[config.mk]
export PLATFORM = sky130hd
export DESIGN_NAME = mult_unit_flat
export DESIGN_NICKNAME = d
export VERILOG_FILES = /design/src/rtl/mult_pkg.sv /design/src/rtl/mult_unit_if.sv /design/src/rtl/mult_sign_adj.sv /design/src/rtl/mult_unit.sv /design/src/flat_wrapper.sv
export SDC_FILE = /design/constraint.sdc
export NUM_CORES = 1
export LEC_CHECK = 0
export ABC_AREA = 1
export CORE_MARGIN = 4
export CORE_UTILIZATION = 45
export DETAILED_ROUTE_END_ITERATION = 7
export PLACE_DENSITY_LB_ADDON = 0.15
export SYNTH_ARGS = -nofsm -noshare
export SYNTH_HDL_FRONTEND = slang
export SYNTH_SLANG_ARGS = --single-unit
[constraint.sdc]
create_clock -name CLK -period 1.8 [get_ports CLK]
set_clock_uncertainty 0.05 [all_clocks]
set_input_delay 0.45 -clock CLK [delete_from_list [all_inputs] [get_ports CLK]]
set_output_delay 0.45 -clock CLK [all_outputs]
set_load 0.03 [all_outputs]
[src/rtl/mult_pkg.sv]
// rtl/mult_pkg.sv - shared types and constants for the iterative multiplier
//   MULT_WIDTH : default operand width
//   MULT_CNT_W : iteration counter width at the default operand width
//   cnt_width  : counter width for an arbitrary operand width
//   mult_state_e : IDLE / BUSY sequencer states
package mult_pkg;

  localparam int MULT_WIDTH = 32;

  function automatic int cnt_width(input int w);
    return (w > 1) ? $clog2(w) : 1;
  endfunction

  localparam int MULT_CNT_W = cnt_width(MULT_WIDTH);

  typedef enum logic {
    IDLE = 1'b0,
    BUSY = 1'b1
  } mult_state_e;

endpackage

[src/rtl/mult_unit_if.sv]
// rtl/mult_unit_if.sv - execute-stage request/result bundle for mult_unit
//   master : pipeline side, drives start_multE, mult_signE, SrcAE, SrcBE, abort;
//            observes mult_busy, mult_done, HI, LO
//   slave  : multiplier side, the reverse directions
interface mult_unit_if
  import mult_pkg::*;
#(
  parameter int WIDTH = MULT_WIDTH
) ();

  logic             start_multE;
  logic             mult_signE;
  logic [WIDTH-1:0] SrcAE;
  logic [WIDTH-1:0] SrcBE;
  logic             abort;
  logic             mult_busy;
  logic             mult_done;
  logic [WIDTH-1:0] HI;
  logic [WIDTH-1:0] LO;

  modport master (
    output start_multE, mult_signE, SrcAE, SrcBE, abort,
    input  mult_busy, mult_done, HI, LO
  );

  modport slave (
    input  start_multE, mult_signE, SrcAE, SrcBE, abort,
    output mult_busy, mult_done, HI, LO
  );

endinterface

[src/rtl/mult_sign_adj.sv]
// rtl/mult_sign_adj.sv - conditional two's-complement (abs on entry, negate on exit)
//   Present only when MULT_SIGNED_EN is defined.
//   val_i : W-bit input value
//   neg_i : 1 = output the two's-complement negation of val_i
//   val_o : W-bit adjusted value
`ifdef MULT_SIGNED_EN
module mult_sign_adj #(
  parameter int W = 32
) (
  input  logic [W-1:0] val_i,
  input  logic         neg_i,
  output logic [W-1:0] val_o
);

  assign val_o = neg_i ? (~val_i + W'(1)) : val_i;

endmodule
`endif

[src/rtl/mult_unit.sv]
// rtl/mult_unit.sv - iterative radix-2 shift-add multiplier producing HI/LO
//   Optional signed support: MULT_SIGNED_EN (defined = MULT/MULTU, undefined = MULTU only)
//   CLK   : pipeline clock, rising edge
//   reset : asynchronous active-low reset
//   bus   : mult_unit_if.slave
//           start_multE, mult_signE, SrcAE, SrcBE, abort in
//           mult_busy (stall request), mult_done (1-cycle pulse), HI, LO out
module mult_unit
  import mult_pkg::*;
#(
  parameter int WIDTH = MULT_WIDTH
) (
  input  logic        CLK,
  input  logic        reset,
  mult_unit_if.slave  bus
);

  localparam int CW = cnt_width(WIDTH);
  localparam logic [CW-1:0] CNT_LAST = CW'(WIDTH - 1);

  mult_state_e      state_q;
  logic [CW-1:0]    cnt_q;
  logic [WIDTH-1:0] mcand_q;
  logic [WIDTH-1:0] mq_q;
  logic [WIDTH-1:0] acc_q;
  logic [WIDTH-1:0] hi_q;
  logic [WIDTH-1:0] lo_q;
  logic             neg_q;
  logic             done_q;

  // Operand capture values (magnitudes when signed)
  logic [WIDTH-1:0]   mcand_d;
  logic [WIDTH-1:0]   mplier_d;
  logic               neg_d;

  // One shift-add step and the final product
  logic [WIDTH:0]     sum_w;
  logic [WIDTH-1:0]   acc_step;
  logic [WIDTH-1:0]   mq_step;
  logic [2*WIDTH-1:0] prod_raw;
  logic [2*WIDTH-1:0] prod_d;

`ifdef MULT_SIGNED_EN
  logic neg_a;
  logic neg_b;

  assign neg_a = bus.mult_signE & bus.SrcAE[WIDTH-1];
  assign neg_b = bus.mult_signE & bus.SrcBE[WIDTH-1];
  assign neg_d = neg_a ^ neg_b;

  // The most negative operand maps onto its own bit pattern, which is
  // exactly its magnitude read as unsigned, so it needs no special case.
  mult_sign_adj #(.W(WIDTH)) u_abs_a (
    .val_i (bus.SrcAE),
    .neg_i (neg_a),
    .val_o (mcand_d)
  );

  mult_sign_adj #(.W(WIDTH)) u_abs_b (
    .val_i (bus.SrcBE),
    .neg_i (neg_b),
    .val_o (mplier_d)
  );

  mult_sign_adj #(.W(2*WIDTH)) u_neg_p (
    .val_i (prod_raw),
    .neg_i (neg_q),
    .val_o (prod_d)
  );
`else
  logic unused_sign;

  assign neg_d       = 1'b0;
  assign mcand_d     = bus.SrcAE;
  assign mplier_d    = bus.SrcBE;
  assign prod_d      = prod_raw;
  assign unused_sign = bus.mult_signE ^ neg_q;
`endif

  // Keep the adder carry so it can shift into the accumulator MSB
  always_comb begin
    sum_w = {1'b0, acc_q};
    if (mq_q[0]) begin
      sum_w = {1'b0, acc_q} + {1'b0, mcand_q};
    end
  end

  assign acc_step = sum_w[WIDTH:1];
  assign mq_step  = {sum_w[0], mq_q[WIDTH-1:1]};
  assign prod_raw = {acc_step, mq_step};

  always_ff @(posedge CLK or negedge reset) begin
    if (!reset) begin
      state_q <= IDLE;
      cnt_q   <= '0;
      mcand_q <= '0;
      mq_q    <= '0;
      acc_q   <= '0;
      hi_q    <= '0;
      lo_q    <= '0;
      neg_q   <= 1'b0;
      done_q  <= 1'b0;
    end else begin
      done_q <= 1'b0;
      case (state_q)
        IDLE: begin
          // abort beats a simultaneous start
          if (bus.start_multE && !bus.abort) begin
            mcand_q <= mcand_d;
            mq_q    <= mplier_d;
            neg_q   <= neg_d;
            acc_q   <= '0;
            cnt_q   <= '0;
            state_q <= BUSY;
          end
        end
        BUSY: begin
          // A start arriving here is dropped; the hazard unit holds it off.
          if (bus.abort) begin
            state_q <= IDLE;
            cnt_q   <= '0;
          end else begin
            acc_q <= acc_step;
            mq_q  <= mq_step;
            cnt_q <= cnt_q + CW'(1);
            if (cnt_q == CNT_LAST) begin
              hi_q    <= prod_d[2*WIDTH-1:WIDTH];
              lo_q    <= prod_d[WIDTH-1:0];
              done_q  <= 1'b1;
              cnt_q   <= '0;
              state_q <= IDLE;
            end
          end
        end
        default: begin
          state_q <= IDLE;
          cnt_q   <= '0;
        end
      endcase
    end
  end

  assign bus.mult_busy = (state_q == BUSY);
  assign bus.mult_done = done_q;
  assign bus.HI        = hi_q;
  assign bus.LO        = lo_q;

endmodule

[src/flat_wrapper.sv]
// flat-port wrapper written by rule: the top's interface ports become plain ports
module mult_unit_flat import mult_pkg::*;
#(
  parameter int WIDTH = MULT_WIDTH
)
  (CLK, reset, bus_start_multE, bus_mult_signE, bus_SrcAE, bus_SrcBE, bus_abort, bus_mult_busy, bus_mult_done, bus_HI, bus_LO);
  mult_unit_if #(.WIDTH(WIDTH)) bus_i ();
  input  logic CLK;
  input  logic reset;
  input wire logic [$bits(bus_i.start_multE)-1:0] bus_start_multE;
  input wire logic [$bits(bus_i.mult_signE)-1:0] bus_mult_signE;
  input wire logic [$bits(bus_i.SrcAE)-1:0] bus_SrcAE;
  input wire logic [$bits(bus_i.SrcBE)-1:0] bus_SrcBE;
  input wire logic [$bits(bus_i.abort)-1:0] bus_abort;
  output wire logic [$bits(bus_i.mult_busy)-1:0] bus_mult_busy;
  output wire logic [$bits(bus_i.mult_done)-1:0] bus_mult_done;
  output wire logic [$bits(bus_i.HI)-1:0] bus_HI;
  output wire logic [$bits(bus_i.LO)-1:0] bus_LO;
  assign bus_i.start_multE = bus_start_multE;
  assign bus_i.mult_signE = bus_mult_signE;
  assign bus_i.SrcAE = bus_SrcAE;
  assign bus_i.SrcBE = bus_SrcBE;
  assign bus_i.abort = bus_abort;
  assign bus_mult_busy = bus_i.mult_busy;
  assign bus_mult_done = bus_i.mult_done;
  assign bus_HI = bus_i.HI;
  assign bus_LO = bus_i.LO;
  mult_unit #(.WIDTH(WIDTH)) u_core (.CLK(CLK), .reset(reset), .bus(bus_i));
endmodule
== Word level (Yosys, flattened, before mapping) ==
Cells that the tools add are included.

* Bits in registers: 167
* Logic and storage cells: 38
* Input port bits: 69
* Output and inout port bits: 66

* Reductions and logical operators: 5
* Bitwise operators: 2
* Multiplexer cells: 18
* Add/sub/neg operators: 2
* Equality and inequality tests: 3

{| class="wikitable"
|+ Operators with widths
! cell !! count
|-
| two-way mux 32 bit || 4
|-
| case mux 32 bit (2 select lines) || 2
|-
| adder 32 x 32 -> 33 bit || 1
|-
| two-way mux 33 bit || 1
|-
| two-way mux 5 bit || 3
|-
| case mux 5 bit (2 select lines) || 1
|-
| two-way mux 1 bit || 6
|-
| adder 5 x 1 -> 5 bit, second input constant || 1
|-
| == test 5 bit, second input constant || 1
|-
| AND reduction 2 bit || 2
|-
| AND reduction 3 bit || 1
|-
| != test 2 x 1 -> 1 bit, second input constant || 1
|-
| != test 2 bit, second input constant || 1
|-
| NOT 1 bit || 2
|-
| case mux 1 bit (2 select lines) || 1
|-
| logical AND 1 bit || 1
|-
| zero test 1 bit || 1
|}

== Logic depth before layout (Yosys ltp) ==
Gate-level depths: netlist of the first run.

* Depth after elaboration: 4
* Gate-level depth with buffers: 13

== Worst setup path after synthesis of the first run ==
OpenSTA, ideal clock, no wires.

* Kind: reg-to-reg
* Start point: register u_core.acc_q[0]
* End point: register u_core.acc_q[27]
* Setup time: 0.118 ns
* Clock period less this slack: 1.977 ns
* Path buffers: 0
* Arrival: 1.809 ns
* Data required time: 1.632 ns
* Cell stages (with the launch flop): 13
* Slack: -0.177 ns
* Cell sequence: dfrtp_1 > ha_1 > fa_1 > nand3_1 > nand3_1 > nand3_1 > nand3_1 > nand2_1 > nand2_1 > nand2_1 > nand3_1 > nand3_1 > nand2_1

* Longest elaborated chain between the ends: 4

{| class="wikitable"
|+ RTL lines
! item !! RTL line !! text
|-
| start, declared || mult_unit.sv:25 || <nowiki>logic [WIDTH-1:0] acc_q;</nowiki>
|-
| start signal, assigned || mult_unit.sv:123 || <nowiki>acc_q <= acc_step;</nowiki>
|-
| adder 32 x 32 -> 33 bit || mult_unit.sv:84 || <nowiki>sum_w = {1'b0, acc_q} + {1'b0, mcand_q};</nowiki>
|-
| two-way mux 33 bit || mult_unit.sv:83 || <nowiki>if (mq_q[0]) begin</nowiki>
|-
| two-way mux 32 bit || mult_unit.sv:119 || <nowiki>if (bus.abort) begin</nowiki>
|-
| case mux 32 bit (2 select lines) || mult_unit.sv:105 || <nowiki>case (state_q)</nowiki>
|}

Every way passes these cells. The select of a mux whose other input is x is not followed.
A chain may end at the register's enable or synchronous reset.

== Worst setup path after layout of the first run ==
* Start point: register u_core.mcand_q[0]
* End point: register u_core.acc_q[23]

* Longest elaborated chain between the ends: 4

{| class="wikitable"
|+ RTL lines
! item !! RTL line !! text
|-
| start, declared || mult_unit.sv:23 || <nowiki>logic [WIDTH-1:0] mcand_q;</nowiki>
|-
| start signal, assigned || mult_unit.sv:109 || <nowiki>mcand_q <= mcand_d;</nowiki>
|-
| adder 32 x 32 -> 33 bit || mult_unit.sv:84 ||
|-
| two-way mux 33 bit || mult_unit.sv:83 ||
|-
| two-way mux 32 bit || mult_unit.sv:119 ||
|-
| case mux 32 bit (2 select lines) || mult_unit.sv:105 ||
|}

Every way passes these cells. The select of a mux whose other input is x is not followed.

==> results.json, run 1 <==
{
  "finalWeightedCongestion": 0.887,
  "synth.area.top_cells": "dfrtp_1 45%, nand2_1 21%, inv_1 7.0%",
  "synth-seq-cells": 167,
  "timing.max_cap.violations": 0,
  "outcome": "finished, violations left",
  "worst_pin_slew_ps": 678,
  "grt_max_degree": 53,
  "synth_compound_area_share_pct": 10.4,
  "placed_area_um2": 11600,
  "muxShareOfSynthArea_pct": 0,
  "min_period_ps": 2050,
  "max_freq_ghz": 0.488,
  "timing.rr.start": "u_core.mcand_q[0]",
  "rrSetupSlack_ps": -250,
  "wirelength_um": 27700,
  "synth_cell_type_count": 34,
  "p_per_area_nw_per_um2": 1190,
  "rsz0062_at_grt": "true",
  "power.total_w": 0.0164,
  "period_share_pct": 114,
  "grt_usage_pct": 23.5,
  "yosysSeqAreaShare_pct": 44.9,
  "first_pass_iters": 5,
  "antenna_left": 0,
  "regToRegEndpoint": "u_core.acc_q[23]",
  "path_max_fanout": 4,
  "vdd_drop_max_mv": 0.658,
  "syn-num-nets": 1378,
  "die_area_um2": 23100,
  "crit_start": "u_core.mcand_q[0]",
  "yosys.area.top_type": "dfrtp_1",
  "stdcell_area_um2": 13800,
  "synth-warning-count": 0,
  "synth_top_family_by_area": "simple AND/OR/NAND/NOR gates",
  "tritoncts": "built",
  "reg2regPathDepth": 12,
  "crit_arrival_ps": 2330,
  "grt_pass1_vias": 8756,
  "setup.worst_path.class": "reg -> reg",
  "die_h_um": 152,
  "nNetsFinal": 1602,
  "hp-class": "in -> async",
  "critPathCaptureType": "flop",
  "numCtsBuffers": 17,
  "avgSynthCellArea_um2": 7.31,
  "cp.required_ps": 2080,
  "final-setup-viol-count": 54,
  "area_growth_pct": 47.9,
  "grt_overflow_total": 0,
  "syn_area_um2": 9310,
  "synthArstFlopShare_pct": 100,
  "io_pins": 135,
  "synth_top_area_share_pct": 44.9,
  "grt_pass1_wl_um": 44600,
  "crit_path_end": "u_core.acc_q[23]",
  "worstSetupStartpointType": "flop",
  "violations": "setup timing",
  "slew_headroom_pct": 54.8,
  "via_per_inst": 4.98,
  "timing.final.ws_setup_ps": -248,
  "clk_latency_ps": 440,
  "synthCells": 1274,
  "final-hold-violation-count": 0,
  "drive_above_1_share_pct": 28.5,
  "power.leakage_nw": 7.19,
  "wl_per_cell_um": 15.5,
  "first_iter_violations": 518,
  "synth-main-ff-cell": "dfrtp_1",
  "design.core.area_um2": 20300,
  "drc": 0,
  "synth_fa_ha_area_share_pct": 4.78,
  "die_w_um": 152,
  "cts_buffer_depth": 2,
  "root_buffer": "clkbuf_16",
  "finalMaxSlewViolations": 0,
  "synth-edff-count": 0,
  "antenna_found_initial": 1,
  "synth-simple-area-share_pct": 29.1,
  "dpl.hpwl_um": 18900,
  "h-tree-depth": 4,
  "vias": 8867,
  "clk_pin_slew_ps": 80,
  "cts_sinks": 167,
  "synthXorXnorAreaFrac_pct": 1.13,
  "row_count": 52,
  "synthMostInstantiatedCell": "nand2_1",
  "yosys-top-cells-count": "512 x nand2_1, 174 x inv_1, 167 x dfrtp_1",
  "portBuffers": 133,
  "initial_utilization_pct": 45.9
}
-- metal layers --
layer	track usage, %	part of all wire (%)	vias to the layer above
li1	-	-	4443
met1	33.2	47	4230
met2	37.8	48	168
met3	4.12	3.6	26
met4	5.95	1.3	0
met5	0	0	-
-- area by class of cell --
cell class	count	area [um^2]
tap	270	338
timing repair buffer	251	2310
antenna	1	2.50
clock buffer	17	425
clock inverter	15	193
fill	1690	6530
multi-input combinational	883	5640
inverter	178	676
sequential	167	4180
-- placed cells by master (no fill, tap or decap), drive strengths merged --
| master | n |
|---|---|
| a21o | 1 |
| a21oi | 22 |
| a221oi | 1 |
| a32o | 2 |
| and2 | 3 |
| buf | 118 |
| clkbuf | 17 |
| clkdlybuf4s15 | 1 |
| clkdlybuf4s50 | 66 |
| clkinv | 6 |
| clkinvlp | 1 |
| dfrtp | 167 |
| diode | 1 |
| dlygate4sd2 | 65 |
| dlygate4sd3 | 1 |
| fa | 1 |
| ha | 34 |
| inv | 186 |
| nand2 | 513 |
| nand3 | 86 |
| nand3b | 1 |
| nand4 | 2 |
| nor2 | 50 |
| o211ai | 35 |
| o21ai | 96 |
| o21bai | 2 |
| o22ai | 8 |
| or2 | 14 |
| xnor2 | 7 |
| xor2 | 5 |
-- power by group --
part,leakage [nW],switching (W),internal [W]
Clock,0.296,0.00187,0.00191
Combinational,4.79,0.00431,0.00344
Sequential,2.10,0.000516,0.00438
-- stage by stage --
step / setup WS [ps] / TNS [ps] / hold slack (ps) / cells / utilization, %
after floorplan: -36.7 / -199 / 104 / 1274 / -
after global placement: -309 / -29800 / 296 / 1729 / 57.3
after detailed placement: -302 / -31620 / 297 / 1729 / 57.3
after CTS: -198 / -5540 / 395 / 1774 / 65.8
after global routing: -339 / -13200 / 409 / 1782 / 67.8
final: -248 / -7990 / 394 / 1782 / 67.8
-- worst min path at each step --
| stage | depth (start not counted) | from | endpoint |
|---|---|---|---|
| 2_1_floorplan | 0 | reset | u_core.acc_q[0] |
| 3_3_place_gp | 1 | reset | u_core.bus.LO[4] |
| 3_5_place_dp | 1 | reset | u_core.bus.LO[4] |
| 4_1_cts | 2 | reset | u_core.acc_q[10] |
| 5_1_grt | 2 | reset | u_core.bus.LO[3] |
| 6_report | 2 | reset | u_core.acc_q[10] |
-- critical path, stage by stage (launching register included) --
cell     delay [ps]
dfrtp_1         400
ha_2            200
fa_2            400
nand3_2         120
nand3_4         100
nand2_4         100
nand2_8          80
nand3_4          90
nand3_2          70
nand2_1          80
nand3_2         120
nand3_2         100
nand2_1          50
-- sequential cells by signal, indices dropped and copies added (netlist names) --
name / cells
u_core.mq_q: 32
u_core.bus.LO: 32
u_core.bus.mult_busy: 1
u_core.cnt_q: 5
u_core.mcand_q: 32
u_core.bus.HI: 32
u_core.bus.mult_done: 1
u_core.acc_q: 32
-- cells by family after synthesis --
group,after synthesis
fa+ha+maj,35
buf+inv,224
xor+xnor,12
compound gates,167
flops,167
simple gates,669
-- timing repair --
| item | CTS | global route |
|---|---|---|
| endpoints found under the hold margin | 22 | 0 |
| resized for setup | 300 | 88 |
| pin swaps | 62 | 49 |
| endpoints found under the setup margin | 139 | 76 |
| hold buffers | 1 | 0 |
| buffers inserted | 13 | 7 |
No activity file was read; power rests on OpenSTA's default activity.
==> inputs of run 2 (changes only) <==
- SLEW_MARGIN: not set -> 20
==> results of run 2 <==
Same layout as run 1: the final DEF is identical, and so are final timing and power.
